**src/rtl/reg_bank_pkg.sv**
```systemverilog
// Shared definitions for the register bank with compare: FSM state encoding
// and the bit order of the {gt,eq,lt} compare result.
package reg_bank_pkg;

  typedef enum logic {
    IDLE  = 1'b0,
    CLEAR = 1'b1
  } state_t;

  // Bit positions inside the packed compare result {gt,eq,lt}
  localparam int CMP_GT = 2;
  localparam int CMP_EQ = 1;
  localparam int CMP_LT = 0;

  typedef logic [2:0] cmp_t;

endpackage

```
**src/rtl/reg_bank_cmp_if.sv**
```systemverilog
// Bus bundle for reg_bank_cmp: write port, dual read/compare port, clear
// control, and a debug view of the FSM state.
interface reg_bank_cmp_if
  import reg_bank_pkg::*;
#(
  parameter int WIDTH = 8,
  parameter int DEPTH = 4
);
  localparam int ADDR_W = $clog2(DEPTH);

  logic              wr_en;
  logic [ADDR_W-1:0] wr_addr;
  logic [WIDTH-1:0]  wr_data;
  logic              rd_req;
  logic [ADDR_W-1:0] rd_addr_a;
  logic [ADDR_W-1:0] rd_addr_b;
  logic              clr;
  logic              busy;
  logic              rd_valid;
  logic [WIDTH-1:0]  rd_a;
  logic [WIDTH-1:0]  rd_b;
  logic              gt;
  logic              eq;
  logic              lt;
  state_t            state_dbg;

  // Requests are single-cycle strobes sampled on the rising clock edge and
  // honoured only while busy=0; rd_valid is a one-cycle pulse, one cycle
  // after the accepted rd_req, and the read outputs hold between pulses.
  modport master (
    output wr_en, wr_addr, wr_data, rd_req, rd_addr_a, rd_addr_b, clr,
    input  busy, rd_valid, rd_a, rd_b, gt, eq, lt, state_dbg
  );

  modport slave (
    input  wr_en, wr_addr, wr_data, rd_req, rd_addr_a, rd_addr_b, clr,
    output busy, rd_valid, rd_a, rd_b, gt, eq, lt, state_dbg
  );

endinterface

```
**src/rtl/reg_cmp.sv**
```systemverilog
// Combinational magnitude compare of a against b, unsigned or two's-complement
// depending on SIGNED; result packed as {gt,eq,lt}.
module reg_cmp
  import reg_bank_pkg::*;
#(
  parameter int WIDTH  = 8,
  parameter int SIGNED = 0
) (
  input  logic [WIDTH-1:0] a,
  input  logic [WIDTH-1:0] b,
  output cmp_t             res
);

  logic a_gt;

  always_comb begin
    if (SIGNED != 0) a_gt = $signed(a) > $signed(b);
    else             a_gt = a > b;
    res         = '0;
    res[CMP_GT] = a_gt;
    res[CMP_EQ] = (a == b);
    res[CMP_LT] = !a_gt && (a != b);
  end

endmodule

```
**src/rtl/reg_bank_cmp.sv**
```systemverilog
// Small register bank with a registered two-operand read-and-compare port and
// a DEPTH-cycle clear-all sweep controlled by a two-state FSM.
module reg_bank_cmp
  import reg_bank_pkg::*;
#(
  parameter int WIDTH  = 8,
  parameter int DEPTH  = 4,
  parameter int SIGNED = 0,
  parameter int ADDR_W = $clog2(DEPTH)
) (
  input logic           clk,
  input logic           rst_n,
  reg_bank_cmp_if.slave bus
);

  state_t            state, state_nxt;
  logic [ADDR_W-1:0] cnt, cnt_nxt;
  logic [WIDTH-1:0]  mem [DEPTH];

  logic              idle, wr_ok, rd_ok;
  logic [WIDTH-1:0]  fwd_a, fwd_b;
  cmp_t              cmp_res, cmp_q;
  logic              rd_valid_q;
  logic [WIDTH-1:0]  rd_a_q, rd_b_q;

  assign idle  = (state == IDLE);
  // clr wins over a same-cycle write, so a dropped write must not forward either
  assign wr_ok = idle && bus.wr_en && !bus.clr;
  assign rd_ok = idle && bus.rd_req;

  assign fwd_a = (wr_ok && bus.wr_addr == bus.rd_addr_a) ? bus.wr_data : mem[bus.rd_addr_a];
  assign fwd_b = (wr_ok && bus.wr_addr == bus.rd_addr_b) ? bus.wr_data : mem[bus.rd_addr_b];

  reg_cmp #(.WIDTH(WIDTH), .SIGNED(SIGNED)) u_cmp (
    .a   (fwd_a),
    .b   (fwd_b),
    .res (cmp_res)
  );

  always_comb begin
    state_nxt = state;
    cnt_nxt   = cnt;
    case (state)
      IDLE: begin
        if (bus.clr) begin
          state_nxt = CLEAR;
          cnt_nxt   = '0;
        end
      end
      CLEAR: begin
        cnt_nxt = cnt + ADDR_W'(1);
        if (cnt == ADDR_W'(DEPTH - 1)) state_nxt = IDLE;
      end
      default: state_nxt = IDLE;
    endcase
  end

  always_ff @(posedge clk or negedge rst_n) begin
    if (!rst_n) begin
      state <= IDLE;
      cnt   <= '0;
    end else begin
      state <= state_nxt;
      cnt   <= cnt_nxt;
    end
  end

  always_ff @(posedge clk or negedge rst_n) begin
    if (!rst_n) begin
      for (int i = 0; i < DEPTH; i++) mem[i] <= '0;
    end else if (!idle) begin
      mem[cnt] <= '0;
    end else if (wr_ok) begin
      mem[bus.wr_addr] <= bus.wr_data;
    end
  end

  always_ff @(posedge clk or negedge rst_n) begin
    if (!rst_n) begin
      rd_valid_q     <= 1'b0;
      rd_a_q         <= '0;
      rd_b_q         <= '0;
      cmp_q          <= '0;
      cmp_q[CMP_EQ]  <= 1'b1;
    end else begin
      rd_valid_q <= rd_ok;
      if (rd_ok) begin
        rd_a_q <= fwd_a;
        rd_b_q <= fwd_b;
        cmp_q  <= cmp_res;
      end
    end
  end

  assign bus.busy      = !idle;
  assign bus.rd_valid  = rd_valid_q;
  assign bus.rd_a      = rd_a_q;
  assign bus.rd_b      = rd_b_q;
  assign bus.gt        = cmp_q[CMP_GT];
  assign bus.eq        = cmp_q[CMP_EQ];
  assign bus.lt        = cmp_q[CMP_LT];
  assign bus.state_dbg = state;

endmodule

```
**src/flat_wrapper.sv**
```systemverilog
// flat-port wrapper written by rule: the top's interface ports become plain ports
module reg_bank_cmp_flat import reg_bank_pkg::*;
#(
  parameter int WIDTH  = 8,
  parameter int DEPTH  = 4,
  parameter int SIGNED = 0,
  parameter int ADDR_W = $clog2(DEPTH)
)
  (clk, rst_n, bus_wr_en, bus_wr_addr, bus_wr_data, bus_rd_req, bus_rd_addr_a, bus_rd_addr_b, bus_clr, bus_busy, bus_rd_valid, bus_rd_a, bus_rd_b, bus_gt, bus_eq, bus_lt, bus_state_dbg);
  reg_bank_cmp_if #(.WIDTH(WIDTH), .DEPTH(DEPTH)) bus_i ();
  input logic clk;
  input logic rst_n;
  input wire logic [$bits(bus_i.wr_en)-1:0] bus_wr_en;
  input wire logic [$bits(bus_i.wr_addr)-1:0] bus_wr_addr;
  input wire logic [$bits(bus_i.wr_data)-1:0] bus_wr_data;
  input wire logic [$bits(bus_i.rd_req)-1:0] bus_rd_req;
  input wire logic [$bits(bus_i.rd_addr_a)-1:0] bus_rd_addr_a;
  input wire logic [$bits(bus_i.rd_addr_b)-1:0] bus_rd_addr_b;
  input wire logic [$bits(bus_i.clr)-1:0] bus_clr;
  output wire logic [$bits(bus_i.busy)-1:0] bus_busy;
  output wire logic [$bits(bus_i.rd_valid)-1:0] bus_rd_valid;
  output wire logic [$bits(bus_i.rd_a)-1:0] bus_rd_a;
  output wire logic [$bits(bus_i.rd_b)-1:0] bus_rd_b;
  output wire logic [$bits(bus_i.gt)-1:0] bus_gt;
  output wire logic [$bits(bus_i.eq)-1:0] bus_eq;
  output wire logic [$bits(bus_i.lt)-1:0] bus_lt;
  output wire logic [$bits(bus_i.state_dbg)-1:0] bus_state_dbg;
  assign bus_i.wr_en = bus_wr_en;
  assign bus_i.wr_addr = bus_wr_addr;
  assign bus_i.wr_data = bus_wr_data;
  assign bus_i.rd_req = bus_rd_req;
  assign bus_i.rd_addr_a = bus_rd_addr_a;
  assign bus_i.rd_addr_b = bus_rd_addr_b;
  assign bus_i.clr = bus_clr;
  assign bus_busy = bus_i.busy;
  assign bus_rd_valid = bus_i.rd_valid;
  assign bus_rd_a = bus_i.rd_a;
  assign bus_rd_b = bus_i.rd_b;
  assign bus_gt = bus_i.gt;
  assign bus_eq = bus_i.eq;
  assign bus_lt = bus_i.lt;
  assign bus_state_dbg = bus_i.state_dbg;
  reg_bank_cmp #(.WIDTH(WIDTH), .DEPTH(DEPTH), .SIGNED(SIGNED), .ADDR_W(ADDR_W)) u_core (.clk(clk), .rst_n(rst_n), .bus(bus_i));
endmodule
```
**config.mk**
```make
export PLATFORM = sky130hd
export DESIGN_NAME = reg_bank_cmp_flat
export DESIGN_NICKNAME = d
export VERILOG_FILES = /design/src/rtl/reg_bank_pkg.sv /design/src/rtl/reg_bank_cmp_if.sv /design/src/rtl/reg_cmp.sv /design/src/rtl/reg_bank_cmp.sv /design/src/flat_wrapper.sv
export SDC_FILE = /design/constraint.sdc
export NUM_CORES = 1
export LEC_CHECK = 0
export CORE_MARGIN = 2
export CORE_UTILIZATION = 40
export DETAILED_ROUTE_END_ITERATION = 8
export SYNTH_ARGS = -nofsm -noshare
export SYNTH_HDL_FRONTEND = slang
export SYNTH_SLANG_ARGS = --single-unit
```
**constraint.sdc**
```tcl
create_clock -name clk -period 5.1 [get_ports clk]
set_input_delay 0.765 -clock clk [delete_from_list [all_inputs] [get_ports clk]]
set_output_delay 0.765 -clock clk [all_outputs]
set_load 0.01 [all_outputs]
```
Word-level counts from Yosys, hierarchy flattened

Index checks and enable logic that the tools add are counted.

Output and inout bits: 22
Bits in registers: 55
Input port bits: 19

Magnitude comparators: 7
Mux-type cells: 20
Bitwise logic cells: 7
$add $sub $neg: 1
Equal/unequal tests: 6
Reductions and logical operators: 11

Operator list:

| kind                                                                  | count |
|---|---|
| 32-bit two-way mux                                                    | 2 |
| 8-bit two-way mux                                                     | 8 |
| 32-bit AND                                                            | 1 |
| 8-bit binary-select mux with 2-bit select                             | 2 |
| 32-bit bitwise mux                                                    | 1 |
| 8-bit demux with 2-bit select                                         | 2 |
| 32-bit inverter                                                       | 1 |
| 3-bit greater-or-equal comparator (second input constant)             | 4 |
| 2-bit inverter with 3-bit output                                      | 4 |
| 8-bit equality test                                                   | 1 |
| 8-bit greater-than comparator                                         | 1 |
| 1-bit logical AND                                                     | 8 |
| 8-bit != test                                                         | 1 |
| 3-bit by 1-bit < comparator with 1-bit output (second input constant) | 2 |
| 2-bit equality test                                                   | 2 |
| 2-bit one-hot mux with 2 select lines                                 | 1 |
| 2-bit by 1-bit adder with 2-bit output (second input constant)        | 1 |
| 2-bit equality test (second input constant)                           | 1 |
| 1-bit logical NOT                                                     | 2 |
| 1-bit two-way mux                                                     | 2 |
| 2-bit two-way mux                                                     | 1 |
| 2-bit != test (second input constant)                                 | 1 |
| 1-bit one-hot mux with 2 select lines                                 | 1 |
| 2-bit nonzero test                                                    | 1 |
| 1-bit inverter                                                        | 1 |

Logic depth before layout (Yosys ltp)

Gate-level depths: netlist (run 1).

Depth after elaboration: 8
Mapped depth: 9
Depth with buffers taken out: 8

Cells and area by module

From an unflattened synthesis (run 1), not the netlist that was laid out.

Cell total of the unflattened synthesis: 320
Area, all modules: 3,357.0 um^2

Modules (own cells, without submodules):

| module       | instances | cells each | area an instance (um^2) |
|---|---|---|---|
| reg_bank_cmp | 1         | 289        | 3,133.0 |
| reg_cmp      | 1         | 31         | 224.0 |

Worst setup path after synthesis (run 1)

OpenSTA, ideal clock, no wires.

Path type: input to register
Start: in bus_clr
End: reg u_core.cmp_q[2]
Arrival time: 2,926 ps
Data required time: 4,982 ps
Stages: 9
Slack: 2,056 ps
Cell sequence: or3b_1 -> buf_6 -> nor3_4 -> mux2_2 -> ha_1 -> nand4_1 -> o21a_1 -> a22o_1 -> a21o_1

Longest elaborated chain between the ends: 5
Elaborated cells between the ends (all ways): 7

Ends and longest elaborated chain:

| item                          | RTL line           | RTL |
|---|---|---|
| start: declaration            | flat_wrapper.sv:19 | `input wire logic [$bits(bus_i.clr)-1:0] bus_clr;` |
| 1-bit logical NOT             | reg_bank_cmp.sv:28 | `assign wr_ok = idle && bus.wr_en && !bus.clr;` |
| 1-bit logical AND             | reg_bank_cmp.sv:28 |  |
| 1-bit logical AND             | reg_bank_cmp.sv:31 | `assign fwd_a = (wr_ok && bus.wr_addr == bus.rd_addr_a) ? bus.wr_data : mem[bus.rd_addr_a];` |
| 8-bit two-way mux             | reg_bank_cmp.sv:31 |  |
| via u_core.fwd_a[7]           | reg_bank_cmp.sv:21 | `logic [WIDTH-1:0] fwd_a, fwd_b;` |
| 8-bit greater-than comparator | reg_cmp.sv:18      | `else a_gt = a > b;` |
| end signal: assignment        | reg_bank_cmp.sv:90 | `cmp_q <= cmp_res;` |
| end: declaration              | reg_bank_cmp.sv:22 | `cmp_t cmp_res, cmp_q;` |

The timed path passes the listed nets, and every way through them passes these cells.
A chain may end at the register's enable or synchronous reset.

Worst setup path in the final report (run 1)

Same ends and word-level chain as after synthesis.

==> results of run 1 <==
[synth_stat cells, types with 2 or more instances]
| cell type | number | area (um^2) |
|---|---|---|
| dfrtp_1 | 54 | 1350 |
| o21ai_0 | 27 | 135 |
| o31ai_1 | 2 | 15.0 |
| nor3_4 | 2 | 32.5 |
| buf_2 | 7 | 35.0 |
| a21oi_1 | 4 | 20.0 |
| mux2_2 | 15 | 169 |
| inv_1 | 4 | 15.0 |
| mux2i_1 | 17 | 170 |
| nor2_1 | 11 | 41.3 |
| nand4_1 | 3 | 18.8 |
| o21ai_1 | 7 | 35.0 |
| nand2_1 | 62 | 233 |
| clkbuf_1 | 5 | 18.8 |
| xor2_1 | 4 | 35.0 |
| mux4_2 | 16 | 360 |
| ha_1 | 12 | 150 |
[power by group through the flow]
stage	combinational, W	clock, W	sequential [W]
after floorplan	0.000352	0	0.000672
after global placement	0.000612	0	0.000661
after detailed placement	0.000623	0	0.000669
after CTS	0.000625	0.000343	0.000660
after global routing	0.000682	0.000359	0.000680
final	0.000613	0.000334	0.000658
[area by class of cell]
cell class / count / area, um^2 / area share [%]
clock buffers: 6 / 72.6 / 2.02
clock inverters: 2 / 60.1 / 1.67
inverters: 4 / 15.0 / 0.417
multi-input cells: 195 / 1530 / 42.4
flip-flops and latches: 55 / 1380 / 38.3
well taps: 99 / 124 / 3.44
repair buffers: 44 / 425 / 11.8
[cell families (layout without fill, tap and decap cells)]
kind of cell | after synthesis | count (layout)
compound gates | 44 | 44
xor+xnor | 4 | 4
fa+ha+maj | 12 | 12
buf+inv | 20 | 56
flops | 55 | 55
mux | 50 | 50
simple gates | 85 | 85
[worst max path at each step]
| stage | to | slack, ns | cells after the start |
|---|---|---|---|
| 6_report | u_core.cmp_q[2] | 1.64 | 9 |
| 5_1_grt | u_core.cmp_q[2] | 1.46 | 9 |
| 4_1_cts | u_core.cmp_q[2] | 1.60 | 9 |
| 3_5_place_dp | u_core.cmp_q[2] | 1.29 | 9 |
| 3_3_place_gp | u_core.cmp_q[2] | 1.37 | 9 |
| 2_1_floorplan | u_core.cmp_q[2] | 2.06 | 9 |
[per-stage QoR]
| stage | std cells | total power (W) |
|---|---|---|
| 6_report | 405 | 0.00161 |
| 2_1_floorplan | 270 | 0.00102 |
| 3_3_place_gp | 397 | 0.00127 |
| 5_1_grt | 405 | 0.00172 |
| 4_1_cts | 405 | 0.00163 |
| 3_5_place_dp | 397 | 0.00129 |
[placed cells by master (no fill, tap or decap)]
cell type,netlist,final
or3b_1,1,1
inv_1,4,4
o31ai_1,2,2
mux4_2,16,16
mux2_2,15,15
a22o_1,1,1
nand2b_1,1,1
clkdlybuf4s50_1,0,39
nor3_4,2,2
nor3b_2,1,1
a21oi_1,4,4
nor2b_1,1,1
clkbuf_8,0,5
bufinv_16,0,2
dfstp_2,1,1
nor2_1,11,11
buf_2,7,1
nor3_1,1,1
o211ai_1,1,1
o21ai_1,7,7
nand4_1,3,3
mux2i_1,17,17
o21a_1,1,1
nor3b_1,1,1
dfrtp_1,54,54
clkbuf_1,5,1
a21o_1,1,1
and2_1,1,1
nand2_1,62,62
mux2_4,1,1
ha_1,12,12
mux2_1,1,1
xor2_1,4,4
buf_4,1,4
o21ai_0,27,27
[sequential cells by signal, summed over array words and instances (netlist names)]
name                 count
u_core.bus.busy          1
u_core.bus.rd_a          8
u_core.bus.rd_b          8
u_core.bus.rd_valid      1
u_core.cmp_q             3
u_core.cnt               2
u_core.mem              32
[worst reg2reg max path, cell delays in order (launching register included)]
cell and delay (ns):
dfrtp_1 0.54, or3b_1 0.58, nor3_4 0.47, mux2_2 0.41
ha_1 0.32, nand4_1 0.16, o21a_1 0.25, a22o_1 0.19
a21o_1 0.15
[metal layers]
metal	global-route usage (%)	vias up	wire length [um]
met5	0	-	0
met4	3.85	0	61
met3	2.42	4	143
met2	28.2	29	3100
met1	21.5	1014	2900
li1	-	1020	-
==> impl_metrics.yaml, run 1 <==
status:
  status: "finished clean"
power:
  ir_drop_mv: 0.149
  leakagePower_nw: 1.59
  pwr-share-comb_pct: 38.2
  power_density_nw_per_um2: 446
  p_seq_share_pct: 41.0
  switching_share_pct: 32.6
  internal_power_w: 0.00108
  clkPwrFrac_pct: 20.8
  p_sw_w: 0.000523
sta:
  max_freq_mhz: 289
  setup-violations-final: 0
  worst_slew_margin_rel_pct: 47.1
  hold_violations: 0
  slew_violations: 0
  finalSetupTns_ns: 0
  fin_worst_skew_ns: 0.0142
  rsz0062_at_grt: "false"
  holdWs_ns: 0.489
  tightest_slew_ns: 0.790
  postLayoutSetupSlackWorst_ns: 1.64
  period_minus_slack_ns: 3.46
  fin_crit_sh_pct: 67.8
critical_path:
  r2r.worst_path.cells: 8
  critPathTopFamily: "simple AND/OR/NAND/NOR gates"
  crit_chain: "clkdlybuf4s50_1, or3b_1, nor3_4, mux2_2, ha_1, nand4_1, o21a_1, a22o_1, a21o_1"
  slowest_stage: "or3b_1"
  worst-path-buf-inv: 1
  worstPathArrival_ns: 3.67
  crit_path_start: "bus_clr"
  slowest_delay_ns: 0.52
  worst_ep_required_time_ns: 5.31
  timing.rr.end: "u_core.cmp_q[2]"
  end_kind: "register"
  r2r_start: "u_core.bus.busy"
  ff2ff_setup_slack_ns: 1.96
  worstSetupStartpointType: "input pin"
  worst-setup-path-type: "in2reg"
  crit_fanout: 8
logic_synthesis:
  muxShareOfSynthArea_pct: 24.2
  syn-cell-area_um2: 3000
  synth_fa_ha_area_share_pct: 5.01
  synthCells: 270
  async_flop_share_pct: 100
  ys_seq_area_share_pct: 45.9
  synth_top_family_by_area: "multiplexers"
  synth_compound_area_share_pct: 7.88
  synth_ff_type: "dfrtp_1"
  synth_cell_types: 35
  synth-xor-area-share_pct: 1.17
  synth_nets: 301
  ys_seq_elements: 55
  ys_warn_count: 0
  synth_area_per_cell_um2: 11.1
  yosys.area_share.simple_pct: 12.6
  synth_edf_count: 0
clock_network:
  cts-htree-levels: 2
  cts_hold_buf: 0
  cts_num_sinks: 55
  clkSlewWorstSetupHoldPaths_ns: 0.10
  cts_tree: "done"
  cts_resized: 0
  cts_buffers: 5
  ctsRootBufferMaster: "clkbuf_8"
  cts_setup_buffers: 0
  clock_path_buffers: 2
  insertion_delay_ns: 0.31
placement:
  io_buffers: 40
  dp_hpwl_mm: 4.92
  place_area_um2: 3470
  gp_congestion: 0.760
  pre_cts_slack_ns: 1.29
routing:
  vias: 2067
  drcViolationCount: 0
  firstDrtPassIters: 4
  vias_per_cell: 5.10
  wirelength_mm: 6.21
  postRouteAntennaNets: 0
  wire_per_inst_um: 15.3
  drt_iter0_drc: 64
flow_run:
  cap_violations: 0
global_routing:
  antenna_found_initial: 0
  grtUsageTotal_pct: 16.3
  first_global_vias: 2177
  grt_pass1_wl_mm: 10.9
  grt_max_degree: 56
  grt_overflow_total: 0
hold_path:
  min_to: "u_core.cmp_q[0]"
  hold_path_depth: 2
  hold_path.startpoint: "u_core.cmp_q[0]"
  hold_path_class: "reg2reg"
final_layout:
  diodes: 0
  layout.nets: 336
  final_cell_area_um2: 3600
  fillers: 705
  postLayoutCoreUtil_pct: 49.6
  area_growth_pct: 20.0
  drive_gt1_share_pct: 15.7
floorplanning:
  die_area_um2: 8210
  start_util_pct: 41.3
  die_y_um: 90.6
  pin_count: 41
  placementRows: 31
  fp.dieW_um: 90.6
  core-area_um2: 7250
Power figures use the tool's default switching activity.
==> run 2, diff against run 1 <==
Clock period 5.1 ns to 2.9 ns, I/O delays scaled along.
==> impl_metrics.yaml, run 2 (synthesis gave the netlist of run 1 again) <==
status:
  status: "finished clean"
global_routing:
  grt_busiest_layer: "met2"
  grt_pass1_wl_mm: 10.9
  met2_usage_pct: 27.5
  antenna_found_initial: 0
  use_met1_pct: 22.0
  grt_max_degree: 56
  met3_usage_pct: 3.09
  grtUsageTotal_pct: 16.5
  first_global_vias: 2221
  grt_overflow_total: 0
final_layout:
  drive_gt1_share_pct: 24.0
  top_register: "u_core.mem"
  final_cell_mix: "nand2_1, dfrtp_1, clkdlybuf4s50_1"
  fin_cells: 433
  largest_reg_flops: 32
  final_common_cell: "nand2_1"
  layout.nets: 364
  diodes: 0
  area_growth_pct: 27.8
critical_path:
  worst_ep_required_time_ns: 3.12
  worstSetupStartpointType: "input pin"
  crit_fanout: 8
  worst-setup-path-type: "in2reg"
  worstPathArrival_ns: 3.09
  end_kind: "register"
  ff2ff_setup_slack_ns: 0.25
clock_network:
  clkSlewWorstSetupHoldPaths_ns: 0.11
  cts_tree: "done"
  ctsRootBufferMaster: "clkbuf_8"
  cts_num_sinks: 55
  clock_path_buffers: 2
  cts-htree-levels: 2
  insertion_delay_ns: 0.32
  cts_buffers: 5
floorplanning:
  die_area_um2: 8210
  die_y_um: 90.6
  placementRows: 31
  fp.dieW_um: 90.6
  pin_count: 41
  core-area_um2: 7250
  start_util_pct: 41.3
sta:
  postLayoutSetupSlackWorst_ns: 0.0372
  finalSetupTns_ns: 0
  hold_violations: 0
  slew_violations: 0
  max_freq_mhz: 349
  tightest_slew_ns: 0.701
  holdWs_ns: 0.224
  fin_crit_sh_pct: 98.7
  fin_worst_skew_ns: 0.0131
  period_minus_slack_ns: 2.86
  setup-violations-final: 0
  worst_slew_margin_rel_pct: 53.2
power:
  power_density_nw_per_um2: 732
  ir_drop_mv: 0.277
  leakagePower_nw: 1.72
hold_path:
  hold_path_class: "in2async"
placement:
  dp_hpwl_mm: 5.10
  io_buffers: 40
  pre_cts_slack_ns: -0.362
  dp.cells: 425
  gp_congestion: 0.804
routing:
  firstDrtPassIters: 4
  wirelength_mm: 6.48
  postRouteAntennaNets: 0
  wire_per_inst_um: 15.0
  drcViolationCount: 0
  vias: 2181
  drt_iter0_drc: 99
  vias_per_cell: 5.04
flow_run:
  cap_violations: 0
run 2: path summary, 6_finish.rpt:
check                              startpoint                 end  cells after the start
min in group clk           u_core.bus.rd_b[3]  u_core.bus.rd_b[3]                      2
min reg2reg                u_core.bus.rd_b[3]  u_core.bus.rd_b[3]                      2
max                                 bus_wr_en     u_core.cmp_q[2]                     10
min                                     rst_n  u_core.bus.rd_b[6]                      2
max in group asynchronous               rst_n  u_core.bus.rd_b[2]                      2
max reg2reg                   u_core.bus.busy     u_core.cmp_q[2]                      9
run 2: report_power, final:
group	total, W	internal [W]	leakage [nW]	switching, W
clock network	0.000426	0.000171	0.0483	0.000255
logic	0.00124	0.000674	0.926	0.000565
registers	0.00114	0.000994	0.744	0.000146
run 2: final cells by class:
type | instances | area [um^2]
clock buffer | 5 | 68.8
clock inverter | 3 | 18.8
fill | 671 | 3420
inverter | 4 | 15.0
multi-input combinational | 195 | 1540
sequential | 55 | 1380
tap | 99 | 124
timing repair buffer | 72 | 686
run 2: per-layer routing:
metal  vias to the layer above  wire [um]
met5                         -          0
met4                         0         78
met3                         7        194
met2                        38       3210
met1                      1061       3000
li1                       1075          -
run 2: worst max-delay path, stage by stage:
cell             delay [ns]
clkdlybuf4s50_1        0.48
or3b_4                 0.44
nor3_4                 0.23
buf_12                 0.15
mux2_2                 0.35
ha_1                   0.30
nand4_1                0.15
o21a_1                 0.22
a22o_1                 0.18
a21o_1                 0.15
run 2: metrics by stage:
| stage | instance area, um^2 | power, W | utilization, % |
|---|---|---|---|
| floorplan | 3000 | 0.00180 | - |
| global placement | 3730 | 0.00236 | 51.4 |
| detailed placement | 3730 | 0.00240 | 51.4 |
| CTS | 3820 | 0.00284 | 52.6 |
| global route | 3830 | 0.00302 | 52.9 |
| finish | 3830 | 0.00280 | 52.9 |
run 2: repair_timing:
| action | in CTS | in global routing |
|---|---|---|
| cloned | 0 | 0 |
| hold buffers | 0 | 0 |
| resized for setup | 1 | 2 |
| setup buffers | 0 | 0 |
| setup endpoints to repair | 1 | 1 |
